## src/rtl/piho_pkg.sv

```systemverilog
// Shared definitions for the PIHO host-side collector: controller states,
// result-frame tag and the fixed header word positions.
package piho_pkg;

    typedef enum logic [2:0] {
        ST_IDLE,
        ST_RST,
        ST_RUN,
        ST_SUM,
        ST_OUT
    } state_t;

    localparam logic [15:0] FRAME_TAG   = 16'hA5C0;

    localparam int          W_CYCLES    = 0;
    localparam int          W_SUM_LO    = 1;
    localparam int          W_SUM_HI    = 2;
    localparam int          W_STATUS    = 3;
    localparam int          N_HDR_WORDS = 4;

    // Status word: overflow flag, unit count and the frame tag.
    function automatic logic [31:0] status_word(input logic ovf, input logic [7:0] n_units);
        return {ovf, 7'b0, n_units, FRAME_TAG};
    endfunction

endpackage

```

## src/rtl/piho_ring_router.sv

```systemverilog
// Registered neighbour routing for a ring of PIHO units: each unit's
// `before` is its left neighbour's `last`, its `after` is its right
// neighbour's `first`, with wrap-around so the ring is periodic.
module piho_ring_router #(
    parameter int N_UNITS = 4
) (
    input  logic                   clk,
    input  logic                   rst,
    input  logic [32*N_UNITS-1:0]  first_bus,
    input  logic [32*N_UNITS-1:0]  last_bus,
    output logic [32*N_UNITS-1:0]  before_bus,
    output logic [32*N_UNITS-1:0]  after_bus
);

    logic [32*N_UNITS-1:0] r_before;
    logic [32*N_UNITS-1:0] r_after;

    // One-cycle registered routing; cleared on reset, resumes the next cycle.
    always_ff @(posedge clk) begin
        if (rst) begin
            r_before <= '0;
            r_after  <= '0;
        end else begin
            for (int i = 0; i < N_UNITS; i++) begin
                r_before[32*i +: 32] <= last_bus[32*((i + N_UNITS - 1) % N_UNITS) +: 32];
                r_after[32*i +: 32]  <= first_bus[32*((i + 1) % N_UNITS) +: 32];
            end
        end
    end

    assign before_bus = r_before;
    assign after_bus  = r_after;

endmodule

```

## src/rtl/piho_collector.sv

```systemverilog
// Host-side controller for a ring of PIHO units: pulses the unit reset,
// counts run cycles until every unit has finished, reduces the units'
// x2sum results into a 64-bit accumulator and streams a result frame over
// a 32-bit valid/ready port.
// Optional build macro PIHO_COLL_PERUNIT_EN appends each unit's x2sum
// (low word then high word) to the frame.
module piho_collector
    import piho_pkg::*;
#(
    parameter int N_UNITS    = 4,
    parameter int RST_CYCLES = 2
) (
    input  logic                   clk,
    input  logic                   rst,
    input  logic                   start,
    output logic                   busy,
    output logic                   unit_rst,
    input  logic [32*N_UNITS-1:0]  first_bus,
    input  logic [32*N_UNITS-1:0]  last_bus,
    input  logic [64*N_UNITS-1:0]  x2sum_bus,
    input  logic [N_UNITS-1:0]     finish_bus,
    output logic [32*N_UNITS-1:0]  before_bus,
    output logic [32*N_UNITS-1:0]  after_bus,
    output logic [31:0]            m_data,
    output logic                   m_valid,
    input  logic                   m_ready,
    output logic                   m_last
);

`ifdef PIHO_COLL_PERUNIT_EN
    localparam int N_WORDS = N_HDR_WORDS + 2 * N_UNITS;
`else
    localparam int N_WORDS = N_HDR_WORDS;
`endif
    localparam int WIDX_W = $clog2(N_WORDS);
    localparam int SIDX_W = $clog2(N_UNITS);
    localparam int RCNT_W = (RST_CYCLES > 1) ? $clog2(RST_CYCLES) : 1;

    state_t              r_state;
    state_t              w_next;

    logic [RCNT_W-1:0]   r_rst_cnt;
    logic [N_UNITS-1:0]  r_fin;
    logic [31:0]         r_run;
    logic [63:0]         r_acc;
    logic                r_ovf;
    logic [SIDX_W-1:0]   r_sum_idx;
    logic [WIDX_W-1:0]   r_widx;

    logic [63:0]         w_x2sum [N_UNITS];
    logic [64:0]         w_sum;
    logic                w_fin_all;
    logic                w_rst_done;
    logic                w_sum_done;
    logic                w_last_word;
    logic [31:0]         w_word;

    piho_ring_router #(
        .N_UNITS (N_UNITS)
    ) u_router (
        .clk        (clk),
        .rst        (rst),
        .first_bus  (first_bus),
        .last_bus   (last_bus),
        .before_bus (before_bus),
        .after_bus  (after_bus)
    );

    for (genvar g = 0; g < N_UNITS; g++) begin : g_x2sum
        assign w_x2sum[g] = x2sum_bus[64*g +: 64];
    end

    // A finish seen on the current edge counts, so a stale all-finished
    // ring leaves RUN after exactly one cycle.
    assign w_fin_all   = &(r_fin | finish_bus);
    assign w_rst_done  = (r_rst_cnt == RCNT_W'(RST_CYCLES - 1));
    assign w_sum_done  = (r_sum_idx == SIDX_W'(N_UNITS - 1));
    assign w_last_word = (r_widx == WIDX_W'(N_WORDS - 1));
    assign w_sum       = {1'b0, r_acc} + {1'b0, w_x2sum[r_sum_idx]};

    // State register.
    always_ff @(posedge clk) begin
        // NOTE: sequential state uses <= so every register samples the pre-edge values.
        if (rst) begin
            r_state <= ST_IDLE;
        end else begin
            r_state <= w_next;
        end
    end

    // Next-state logic.
    always_comb begin
        // NOTE: default first so no path leaves w_next unassigned and no latch is inferred.
        w_next = r_state;
        case (r_state)
            ST_IDLE: if (start)                   w_next = ST_RST;
            ST_RST:  if (w_rst_done)              w_next = ST_RUN;
            ST_RUN:  if (w_fin_all)               w_next = ST_SUM;
            ST_SUM:  if (w_sum_done)              w_next = ST_OUT;
            ST_OUT:  if (m_ready && w_last_word)  w_next = ST_IDLE;
            default:                              w_next = ST_IDLE;
        endcase
    end

    // Outputs decoded from state; unit_rst also follows the external reset.
    always_comb begin
        busy     = (r_state != ST_IDLE);
        unit_rst = rst || (r_state == ST_RST);
        m_valid  = (r_state == ST_OUT);
        m_last   = (r_state == ST_OUT) && w_last_word;
        m_data   = (r_state == ST_OUT) ? w_word : 32'd0;
    end

    // Run datapath: reset counter, finish latch, cycle counter, reduction, word index.
    always_ff @(posedge clk) begin
        if (rst) begin
            r_rst_cnt <= '0;
            r_fin     <= '0;
            r_run     <= '0;
            r_acc     <= '0;
            r_ovf     <= 1'b0;
            r_sum_idx <= '0;
            r_widx    <= '0;
        end else begin
            case (r_state)
                ST_IDLE: begin
                    r_rst_cnt <= '0;
                end
                ST_RST: begin
                    r_rst_cnt <= r_rst_cnt + RCNT_W'(1);
                    r_fin     <= '0;
                    r_run     <= '0;
                    r_acc     <= '0;
                    r_ovf     <= 1'b0;
                    r_sum_idx <= '0;
                    r_widx    <= '0;
                end
                ST_RUN: begin
                    r_fin <= r_fin | finish_bus;
                    if (r_run != 32'hFFFF_FFFF) begin
                        r_run <= r_run + 32'd1;
                    end
                end
                ST_SUM: begin
                    r_acc     <= w_sum[63:0];
                    r_ovf     <= r_ovf | w_sum[64];
                    r_sum_idx <= r_sum_idx + SIDX_W'(1);
                end
                ST_OUT: begin
                    if (m_ready) begin
                        r_widx <= r_widx + WIDX_W'(1);
                    end
                end
                default: ;
            endcase
        end
    end

`ifdef PIHO_COLL_PERUNIT_EN
    logic [63:0]        r_snap [N_UNITS];
    logic [WIDX_W-1:0]  w_pu_off;
    logic [SIDX_W-1:0]  w_pu_unit;
    logic [31:0]        w_pu_word;

    // Per-unit snapshot taken as each unit is summed, so later unit activity cannot leak into the frame.
    always_ff @(posedge clk) begin
        // NOTE: the snapshot array has no reset; every entry is written in SUM before OUT reads it.
        if (r_state == ST_SUM) begin
            r_snap[r_sum_idx] <= w_x2sum[r_sum_idx];
        end
    end

    assign w_pu_off  = r_widx - WIDX_W'(N_HDR_WORDS);
    assign w_pu_unit = w_pu_off[SIDX_W:1];
    assign w_pu_word = w_pu_off[0] ? r_snap[w_pu_unit][63:32] : r_snap[w_pu_unit][31:0];
`endif

    // Frame word selected by the current word index.
    always_comb begin
        w_word = 32'd0;
        case (r_widx)
            WIDX_W'(W_CYCLES): w_word = r_run;
            WIDX_W'(W_SUM_LO): w_word = r_acc[31:0];
            WIDX_W'(W_SUM_HI): w_word = r_acc[63:32];
            WIDX_W'(W_STATUS): w_word = status_word(r_ovf, 8'(N_UNITS));
            default: begin
`ifdef PIHO_COLL_PERUNIT_EN
                w_word = w_pu_word;
`else
                w_word = 32'd0;
`endif
            end
        endcase
    end

endmodule

```

## config.mk

```make
export PLATFORM = sky130hd
export DESIGN_NAME = piho_collector
export DESIGN_NICKNAME = d
export VERILOG_FILES = /design/src/rtl/piho_pkg.sv /design/src/rtl/piho_ring_router.sv /design/src/rtl/piho_collector.sv
export SDC_FILE = /design/constraint.sdc
export NUM_CORES = 1
export LEC_CHECK = 0
export CAP_MARGIN = 10
export CORE_AREA = 2 2 317 319
export DETAILED_ROUTE_END_ITERATION = 10
export DIE_AREA = 0 0 319 321
export PLACE_DENSITY_LB_ADDON = 0.12
export SETUP_SLACK_MARGIN = 0.15
export SLEW_MARGIN = 5
export SYNTH_ARGS = -nofsm -noshare
export SYNTH_HDL_FRONTEND = slang
export SYNTH_SLANG_ARGS = --single-unit
export TNS_END_PERCENT = 20
```

## constraint.sdc

```tcl
create_clock -name clk -period 12.56 [get_ports clk]
set_clock_uncertainty 0.1 [all_clocks]
set_input_delay 1.884 -clock clk [delete_from_list [all_inputs] [get_ports clk]]
set_output_delay 1.884 -clock clk [all_outputs]
set_load 0.005 [all_outputs]
```

**Word level (Yosys, flattened, before mapping)**

Index checks and enable logic that the tools add are counted.

- Register bits after elaboration: 365
- Bits in latches: 0
- Bits in writable memories: 0
- Memory bits (read-only): 0
- Output and inout port bits: 292
- Logic and storage cells: 69
- Memories: 0

- Add/subtract/negate cells: 5
- $mul: 0
- Div/mod/pow operators: 0
- Order comparisons: 1
- Equal/unequal tests: 16
- Shift operators: 0
- Multiplexer cells: 20
- Bitwise logic cells: 3
- Reduce and logical (&&, ||, !) cells: 14

Operator list:

| operator | count |
|---|---|
| 64-bit binary-select mux with 2-bit select | 1 |
| 64-bit two-way mux | 2 |
| 32-bit case mux with 4 select lines | 1 |
| 64-bit case mux with 2 select lines | 1 |
| 64-bit by 64-bit adder with 65-bit output | 1 |
| 32-bit two-way mux | 2 |
| 32-bit case mux with 2 select lines | 1 |
| 32-bit by 1-bit adder with 32-bit output, second input constant | 1 |
| 32-bit != test, second input constant | 1 |
| 3-bit two-way mux | 5 |
| 3-bit case mux with 5 select lines | 1 |
| 2-bit != test, second input constant | 5 |
| 2-bit case mux with 2 select lines | 2 |
| 4-bit case mux with 2 select lines | 1 |
| 2-bit nonzero test | 4 |
| 2-bit == test, second input constant | 3 |
| 3-bit by 2-bit == test with 1-bit output, second input constant | 2 |
| 5-bit AND reduction | 1 |
| 2-bit by 1-bit adder with 2-bit output, second input constant | 2 |
| 2-bit by 1-bit != test with 1-bit output, second input constant | 2 |
| 4-bit bitwise OR | 1 |
| 1-bit case mux with 2 select lines | 2 |
| 2-bit AND reduction | 2 |
| 4-bit AND reduction | 1 |
| 13 further kinds | 14 |

**Logic depth before layout (Yosys ltp)**

Gate-level depths: netlist of run 1.

- Depth after elaboration: 7
- Gate-level depth with buffers: 15

**Cells and area by module**

From an unflattened synthesis of run 1, not the netlist that was laid out.

- Cell total of the unflattened synthesis: 1809
- Area, all modules: 17076.4 um^2

By module, submodules not included:

| module | times used | cells each | area an instance (um^2) | sequential area each (um^2) |
|---|---|---|---|---|
| piho_collector | 1 | 1269 | 10212.3 | 2182.1 |
| piho_ring_router | 1 | 540 | 6864.1 | 5124.9 |

**Worst setup path before layout of run 1**

OpenSTA, ideal clock, no wires.

- Path type: input -> register
- Start: input port x2sum_bus[192]
- End: register r_acc[60]
- Arrival time: 4.726 ns
- Slack: 7.607 ns
- Stages on the path: 14
- Buffers on the path: 0
- Cell sequence: mux4_2 ha_1 inv_1 fa_1 and2b_2 o2111ai_2 a2111oi_2 a211oi_2 o21a_4 o21bai_4 a31oi_4 o21ai_2 nor4b_1 or3_1

- Word-level cells in the longest chain between the ends: 5

Ends and longest elaborated chain:

| what | line | text |
|---|---|---|
| start: declaration | piho_collector.sv:20 | `input logic [64*N_UNITS-1:0] x2sum_bus,` |
| 64-bit binary-select mux with 2-bit select | piho_collector.sv:79 | `assign w_sum = {1'b0, r_acc} + {1'b0, w_x2sum[r_sum_idx]};` |
| 64-bit two-way mux (implied by the code) (2 in series) | piho_collector.sv:79 |  |
| 64-bit by 64-bit adder with 65-bit output | piho_collector.sv:79 |  |
| 64-bit case mux with 2 select lines | piho_collector.sv:125 | `case (r_state)` |
| end signal: assignment | piho_collector.sv:145 | `r_acc <= w_sum[63:0];` |
| end: declaration | piho_collector.sv:45 | `logic [63:0] r_acc;` |

Every way passes these cells. The select of a mux whose other input is x is not followed.
A chain may end at the register's enable or synchronous reset.

**Worst setup path after layout of run 1**

- Start: input port x2sum_bus[210]
- End: register r_acc[61]

The elaborated chain is that of the path after synthesis.

==> impl_metrics.csv, run 1 <==
group,metric,value,unit
outcome,status,"finished, final reports clean",
logic_synthesis,dominantRegCellSynth,"dfxtp_1",
timing,max_slew_margin,0.379,
setup_path,worstSetupStartpointType,"input pin",
clock_network,cts.path.max_buffers,3,
floorplanning,io_pins,812,
logic_synthesis,synthesis.area,16900,µm²
logic_synthesis,yosysUniqueCellTypes,80,
logic_synthesis,syn_inst,1776,
route,vias,16200,
clock_network,clkLatencyLatePin,0.60,ns
grt,antenna_found_initial,7,
placement,io_buffers,811,
placement,dpl.hpwl,65900,µm
route,wl,80400,µm
placement,gp_congestion,0.867,
logic_synthesis,avgSynthCellArea,9.54,µm²
floorplanning,die_y,321,µm
timing,drv_slew,0,
power,power_leakage,10.2,nW
clock_network,cts_buffers,47,
timing,tightest_slew,0.924,ns
hold_path,hold_class,"reg2reg",
route,drt-pass1-iter-count,5,
floorplanning,die_area,102000,µm²
clock_network,cts.sinks,365,
final_layout,syn_to_final_growth,65.0,%
grt,grt_overflow,0,
route,drtIter0Drc,936,
logic_synthesis,yosys_register_bits,365,
logic_synthesis,synth_edf_count,0,
floorplanning,core.rowCount,116,
clock_network,path_clk_slew,0.06,ns
grt,grt_pass1_wl,115000,µm
timing,fin_tns_setup,0,ns
final_layout,drive_gt1_frac,0.0710,
timing,min_period_over_period,0.423,
power,irDropWorstVdd,95.5,µV
clock_network,root_buffer,"clkbuf_16",
timing,period_needed,5.31,ns
route,drc,0,
grt,grt_pass1_vias,16600,
floorplanning,core-area,99300,µm²
route,wl_per_cell,20.7,µm
grt,grt.total_usage,0.151,
timing,fmax,188,MHz
route,avgViaCountPerCell,4.19,
floorplanning,die_w,319,µm
grt,grt_max_degree,77,
logic_synthesis,ys_seq_area_frac,0.431,
power,power_density,108,nW/µm²
timing,fin_hold_ws,0.377,ns
timing,hold_viol_final,0,
clock_network,cts_resized,0,
clock_network,cts_tree,"done",
final_layout,nNetsFinal,3135,
setup_path,cp-end-kind,"flop",
floorplanning,start_util,0.171,
setup_path,worstPathMaxFanout,11,
setup_path,critPathRequiredTime,12.94,ns
clock_network,cts.hold.buffers_added,0,
route,detail-route-antenna-nets,0,
logic_synthesis,ys_async_sr_fraction,0,
timing,finalSetupViolCount,0,
clock_network,cts_setup_buffers,0,
final_layout,fillCellCount,10500,
setup_path,arrival,5.69,ns
logic_synthesis,syn-num-nets,2367,
logic_synthesis,ys.warnings.count,0,
job,max_cap_violations,0,
timing,rsz0062_at_grt,"no",
setup_path,crit_type,"in2reg",
clock_network,htreeDepth,2,
registers in the layout (all words and copies together), names as in the netlist:
name / flops
r_state: 3
u_router.before_bus: 128
r_acc: 64
r_rst_cnt: 1
r_fin: 4
r_sum_idx: 2
r_widx: 2
r_ovf: 1
u_router.after_bus: 128
r_run: 32
stage by stage:
stage | util | total power, mW | worst slack (ns) | area [µm²] | cells
after global routing | 0.282 | 3.17 | 6.99 | 27900 | 3876
after detailed placement | 0.266 | 1.68 | 6.66 | 26400 | 3793
after global placement | 0.266 | 1.68 | 6.67 | 26400 | 3793
after CTS | 0.282 | 3.09 | 7.31 | 27900 | 3876
after floorplan | - | 1.37 | 7.61 | 16900 | 1776
final | 0.282 | 3.03 | 7.25 | 28000 | 3878
path summary, 6_finish.rpt:
check | start | end | slack [ns] | cells after the start
max reg2reg | r_sum_idx[0]$_SDFFE_PP0P_ | r_acc[61]$_SDFFE_PP0P_ | 7.40 | 14
min reg2reg | r_fin[0]$_SDFFE_PP0P_ | r_fin[0]$_SDFFE_PP0P_ | 0.38 | 2
max | x2sum_bus[210] | r_acc[61]$_SDFFE_PP0P_ | 7.25 | 14
min | r_fin[0]$_SDFFE_PP0P_ | r_fin[0]$_SDFFE_PP0P_ | 0.38 | 2
power by group:
group	total (mW)	internal [mW]	switching, mW
Sequential	1.22	1.20	0.0157
Combinational	0.429	0.275	0.154
Clock	1.38	0.823	0.558
Total	3.03	2.30	0.728
Yosys cell counts (10+ instances only):
library cell / n / area, µm²
dfxtp_1: 365 / 7310
nor2b_1: 262 / 1640
nor2_1: 162 / 608
a21oi_1: 123 / 616
nand2_1: 102 / 383
clkbuf_1: 88 / 330
o21ai_0: 71 / 355
ha_1: 70 / 876
mux4_2: 64 / 1440
a22oi_1: 46 / 345
xor2_1: 41 / 359
xnor2_1: 40 / 350
inv_1: 37 / 139
nand4_1: 33 / 206
a21o_1: 27 / 203
nand3_1: 27 / 135
nor3_1: 16 / 80.1
a221oi_1: 12 / 105
a31oi_1: 12 / 75.1
and3_1: 11 / 68.8
buf_1: 11 / 41.3
o21a_1: 11 / 82.6
or3_1: 10 / 62.6
worst max-delay path, stage by stage:
cell and delay, ns:
clkdlybuf4s50_1 0.40, mux4_2 0.49, ha_1 0.48, and4_1 0.26, nand3_1 0.16, nor4_1 0.25, o211ai_1 0.21, a31oi_1 0.22
buf_4 0.18, o211ai_1 0.11, a21oi_1 0.35, o2111ai_1 0.19, a21o_1 0.23, a32o_1 0.25
cell usage in the layout (no fill, tap or decap), types with 10 or more instances in the layout:
master	n
buf_4	18
clkbuf_16	48
dfxtp_1	363
nor3_1	16
inv_1	37
a221oi_1	12
a22oi_1	46
xor2_1	41
o21a_1	11
ha_1	69
nor2_1	161
a21o_1	27
nor2b_1	262
xnor2_1	40
a31oi_1	12
nand4_1	33
nand2_1	102
clkdlybuf4s50_1	810
and3_1	11
mux4_2	64
a21oi_1	123
o21ai_0	71
nand3_1	27
clkbuf_1	12
or3_1	10
layout make-up:
type | count | area, µm² | area share
well taps | 1298 | 1620 | 0.0581
clock inverters | 17 | 225 | 0.00806
clock buffers | 66 | 1330 | 0.0475
flip-flops and latches | 365 | 7310 | 0.262
inverters | 37 | 139 | 0.00497
multi-input cells | 1264 | 9060 | 0.324
diodes | 2 | 5.00 | 0.000179
repair buffers | 829 | 8260 | 0.295
layer usage:
metal  share of wire  global-route usage  vias to the layer above  routed length (µm)
met1            0.38               0.166                     7767               30600
met3           0.071              0.0395                       72                5710
li1                -                   -                     7789                   -
met4           0.020              0.0345                        4                1600
met2            0.53               0.286                      602               42400
met5         0.00041                   0                        -                  33
kinds of logic (layout without fill, tap and decap cells):
kind of cell | count (synthesis) | in the layout | synth area share
AO/OA/AOI/OAI | 380 | 380 | 0.146
XOR/XNOR | 81 | 81 | 0.0419
adder cells (fa/ha/maj) | 71 | 71 | 0.0529
buffers and inverters | 147 | 949 | 0.0344
flip-flops | 365 | 365 | 0.431
multiplexers | 67 | 67 | 0.0868
other | 0 | 2 | 0
AND/OR/NAND/NOR | 665 | 665 | 0.207
No activity file was read; power rests on OpenSTA's default activity.
==> run 2: changes to the inputs <==
- clock period: 12.56 -> 5.4 ns (I/O delays scaled with it)
==> impl_metrics.csv, run 2 (synthesis results as in run 1) <==
group,metric,value,unit
timing,drv_slew,0,
clock_network,htreeDepth,2,
route,drt-pass1-iter-count,5,
grt,grt.total_usage,0.152,
timing,tightest_slew,0.993,ns
clock_network,clkLatencyLatePin,0.60,ns
setup_path,crit_type,"reg2reg",
grt,grt_max_degree,95,
final_layout,drive_gt1_frac,0.0743,
route,wl_per_cell,20.9,µm
setup_path,cp-end-kind,"flop",
setup_path,reg2reg_depth,15,
route,vias,16300,
final_layout,stdcell_count,3888,
job,max_cap_violations,0,
placement,place_area,26500,µm²
timing,max_slew_margin,0.333,
clock_network,path_clk_slew,0.06,ns
grt,grt_pass1_vias,16800,
placement,pre_cts_ws,0.561,ns
power,power,7.17,mW
final_layout,nNetsFinal,3143,
placement,dpl.hpwl,66600,µm
floorplanning,start_util,0.171,
clock_network,cts.sinks,365,
final_layout,mostFrequentLayoutCells,"clkdlybuf4s50_1, dfxtp_1, nor2b_1",
final_layout,fillCellCount,10500,
floorplanning,die_y,321,µm
power,power_density,255,nW/µm²
outcome,status,"finished, final reports clean",
hold_path,hold_class,"reg2reg",
route,detail-route-antenna-nets,0,
timing,layout_setup_ws,1.01,ns
setup_path,arrival,4.75,ns
route,avgViaCountPerCell,4.18,
hold_path,hold_path_depth,2,
clock_network,cts.hold.buffers_added,0,
clock_network,cts_buffers,48,
timing,rsz0062_at_grt,"no",
power,power_leakage,10.3,nW
grt,grt_pass1_wl,115000,µm
route,drc,0,
clock_network,cts.path.max_buffers,3,
floorplanning,die_area,102000,µm²
final_layout,final_common_cell,"clkdlybuf4s50_1",
timing,fin_tns_setup,0,ns
grt,grt_overflow,0,
power,irDropWorstVdd,223,µV
setup_path,worstSetupStartpointType,"flop",
timing,fmax,228,MHz
hold_path,worstHoldStart,"r_fin[2]$_SDFFE_PP0P_",
clock_network,cts_resized,0,
setup_path,crit_start,"r_sum_idx[0]$_SDFFE_PP0P_",
floorplanning,io_pins,812,
final_layout,syn_to_final_growth,66.0,%
floorplanning,core.rowCount,116,
route,drtIter0Drc,765,
final_layout,multi_input_area,9060,µm²
timing,finalSetupViolCount,0,
clock_network,cts_setup_buffers,0,
final_layout,stdcell_area,28100,µm²
timing,period_needed,4.39,ns
setup_path,timing.rr.start,"r_sum_idx[0]$_SDFFE_PP0P_",
clock_network,root_buffer,"clkbuf_16",
grt,antenna_found_initial,10,
route,wl,81100,µm
placement,io_buffers,811,
placement,place_inst,3800,
timing,hold_viol_final,0,
setup_path,worstPathMaxFanout,11,
timing,min_period_over_period,0.812,
final_layout,register_area,7310,µm²
clock_network,cts_tree,"done",
placement,gp_congestion,0.887,
floorplanning,die_w,319,µm
setup_path,critPathRequiredTime,5.76,ns
floorplanning,core-area,99300,µm²
[run 2: changes by cell type in the layout (fill, tap and decap cells not counted), sizes merged]
| cell | previous run | this run |
|---|---|---|
| clkbuf | 66 | 68 |
| diode | 2 | 6 |
| buf | 19 | 26 |
| clkinv | 9 | 6 |
| inv | 40 | 39 |
| bufinv | 4 | 5 |
[run 2: path summary, 6_finish.rpt]
path / endpoint / slack, ns
setup / recovery: r_acc[60]$_SDFFE_PP0P_ / 1.01
hold / removal: r_fin[2]$_SDFFE_PP0P_ / 0.38
setup reg to reg: r_acc[60]$_SDFFE_PP0P_ / 1.01
hold reg to reg: r_fin[2]$_SDFFE_PP0P_ / 0.38
[run 2: final cells by class]
class / count / share of cell area
Multi-Input combinational cell: 1264 / 0.322
Timing Repair Buffer: 836 / 0.297
Sequential cell: 365 / 0.260
Tap cell: 1298 / 0.0577
Clock buffer: 68 / 0.0497
Clock inverter: 14 / 0.00810
Inverter: 37 / 0.00494
Antenna cell: 6 / 0.000534
[run 2: critical path: stages (launching register included)]
cell and delay [ns]:
dfxtp_4 0.48, buf_4 0.28, mux4_2 0.54, ha_1 0.21, inv_1 0.07, fa_1 0.18, and2b_2 0.24, o2111ai_2 0.21
a2111oi_2 0.13, a211oi_2 0.48, o21a_4 0.24, o21bai_4 0.09, a31oi_4 0.35, o21ai_2 0.13, nor4b_1 0.15, or3_1 0.36
[run 2: through the flow]
step,utilization,hold slack [ns]
4_1_cts,0.283,0.372
5_1_grt,0.283,0.408
3_3_place_gp,0.267,0.347
6_report,0.283,0.381
3_5_place_dp,0.267,0.356
2_1_floorplan,-,0.337
[run 2: metal layers]
layer | share of wire | up-vias | track usage
met5 | 0.00048 | - | 0
met4 | 0.033 | 6 | 0.0509
met3 | 0.072 | 114 | 0.0429
met2 | 0.51 | 621 | 0.280
met1 | 0.38 | 7696 | 0.166
li1 | - | 7814 | -
[run 2: power by group]
group	leakage, nW	switching, mW	internal [mW]
logic	6.44	0.360	0.641
clock network	0.800	1.29	2.03
registers	3.01	0.0365	2.80
==> run 3: changes to the inputs <==
- clock period: 5.4 -> 4.2 ns (I/O delays scaled with it)
==> impl_metrics.csv, run 3 (synthesis results as in run 1) <==
group,metric,value,unit
route,drc,0,
hold_path,worstHoldStart,"rst",
final_layout,register_area,7310,µm²
final_layout,stdcell_count,4057,
route,wl,85600,µm
timing,period_needed,3.95,ns
final_layout,fin_util,0.298,
clock_network,cts.path.max_buffers,3,
route,avgViaCountPerCell,4.19,
setup_path,r2r_end,"r_acc[63]$_SDFFE_PP0P_",
route,drt-pass1-iter-count,5,
hold_path,hold_path_depth,2,
floorplanning,core-area,99300,µm²
power,seqPwrFrac,0.395,
clock_network,cts.sinks,365,
hold_path,hold_path_end,"u_router.after_bus[89]$_SDFF_PP0_",
setup_path,critPathRequiredTime,4.58,ns
placement,gp_congestion,0.860,
power,p_int,6.98,mW
placement,place_area,27700,µm²
route,vias,17000,
timing,max_slew_margin,0.302,
grt,grt_pass1_wl,121000,µm
clock_network,path_clk_slew,0.07,ns
grt,grt_overflow,0,
job,max_cap_violations,0,
timing,drv_slew,0,
placement,place_inst,3956,
route,wl_met1,32800,µm
setup_path,arrival,4.33,ns
floorplanning,die_area,102000,µm²
timing,fmax,253,MHz
timing,tightest_slew,1.05,ns
placement,io_buffers,811,
timing,min_period_over_period,0.940,
final_layout,final_common_cell,"clkdlybuf4s50_1",
floorplanning,io_pins,812,
setup_path,timing.rr.start,"r_sum_idx[0]$_SDFFE_PP0P_",
floorplanning,die_y,321,µm
final_layout,multi_input_area,9250,µm²
timing,hold_viol_final,0,
final_layout,syn_to_final_growth,74.8,%
grt,antenna_found_initial,14,
power,power_leakage,11.1,nW
route,drtIter0Drc,834,
clock_network,root_buffer,"clkbuf_16",
setup_path,reg2reg_slack,0.25,ns
setup_path,crit_type,"reg2reg",
grt,grt_pass1_vias,17700,
final_layout,fillCellCount,10400,
grt,grt.total_usage,0.159,
power,switching_share,0.243,
timing,layout_setup_ws,0.252,ns
power,switching_power,2.25,mW
timing,fin_tns_setup,0,ns
power,power,9.22,mW
power,clkPwrFrac,0.456,
clock_network,htreeDepth,2,
outcome,status,"finished, final reports clean",
final_layout,stdcell_area,29600,µm²
clock_network,cts_tree,"done",
route,topRoutingLayerUsed,"met5",
timing,fin_hold_ws,0.367,ns
final_layout,drive_gt1_frac,0.142,
clock_network,cts_buffers,48,
floorplanning,die_w,319,µm
setup_path,worstSetupStartpointType,"flop",
final_layout,mostFrequentLayoutCells,"clkdlybuf4s50_1, dfxtp_1, nor2b_1",
hold_path,hold_class,"in2reg",
floorplanning,core.rowCount,116,
setup_path,cp-end-kind,"flop",
route,wl_per_cell,21.1,µm
route,wl_met3,5810,µm
placement,pre_cts_ws,-0.310,ns
setup_path,worstPathMaxFanout,16,
floorplanning,start_util,0.171,
clock_network,clkLatencyLatePin,0.61,ns
route,dr_wl_met2,44900,µm
timing,rsz0062_at_grt,"yes",
power,power_density,311,nW/µm²
grt,grt_max_degree,125,
setup_path,reg2reg_depth,15,
power,irDropWorstVdd,265,µV
placement,dpl.hpwl,69900,µm
route,detail-route-antenna-nets,0,
timing,finalSetupViolCount,0,
final_layout,nNetsFinal,3311,
power,combPwrFrac,0.149,
run 3: what timing repair did:
item | CTS | global route
setup endpoints to repair | 7 | 21
buffers inserted | 0 | 12
pin swaps | 0 | 13
endpoints found under the hold margin | 0 | 0
hold buffers | 0 | 0
gates resized for setup | 2 | 35
run 3: power groups by stage:
stage | sequential, mW | clock (mW) | combinational, mW
final | 3.65 | 4.20 | 1.37
after floorplan | 3.73 | 0 | 0.376
after CTS | 3.65 | 4.39 | 1.38
after detailed placement | 3.72 | 0 | 1.38
after global placement | 3.72 | 0 | 1.37
after global routing | 3.66 | 4.51 | 1.47
run 3: worst max-delay path by stage:
stage | startpoint | endpoint | slack (ns) | depth (start not counted)
6_report | r_sum_idx[0]$_SDFFE_PP0P_ | r_acc[63]$_SDFFE_PP0P_ | 0.25 | 15
5_1_grt | r_sum_idx[0]$_SDFFE_PP0P_ | r_acc[18]$_SDFFE_PP0P_ | 0.10 | 16
4_1_cts | r_sum_idx[0]$_SDFFE_PP0P_ | r_acc[63]$_SDFFE_PP0P_ | 0.13 | 15
3_5_place_dp | x2sum_bus[128] | r_acc[62]$_SDFFE_PP0P_ | -0.31 | 16
3_3_place_gp | x2sum_bus[128] | r_acc[62]$_SDFFE_PP0P_ | -0.33 | 16
2_1_floorplan | r_sum_idx[0]$_SDFFE_PP0P_ | r_acc[60]$_SDFFE_PP0P_ | 0.20 | 11
run 3: area by class of cell:
class / count / share of cell area
repair buffers: 1004 / 0.327
multi-input cells: 1264 / 0.312
flip-flops and latches: 365 / 0.247
well taps: 1298 / 0.0548
clock buffers: 70 / 0.0471
clock inverters: 18 / 0.00714
inverters: 37 / 0.00469
diodes: 1 / 0.0000845
run 3: worst max-delay path, stage by stage, from the launching register on:
cell	delay (ns)
dfxtp_4	0.39
buf_12	0.17
buf_12	0.17
mux4_2	0.56
ha_1	0.36
and2_1	0.19
a222oi_1	0.41
o2bb2ai_1	0.19
o22ai_1	0.13
o22ai_2	0.22
o21ai_0	0.17
a21oi_1	0.18
buf_4	0.15
o21ai_0	0.09
xor2_1	0.15
a22o_1	0.18
run 3: routing by layer:
layer / track usage / vias to the layer above
met2: 0.302 / 627
met5: 0 / -
li1: - / 8149
met1: 0.176 / 8134
met4: 0.0386 / 4
met3: 0.0410 / 104
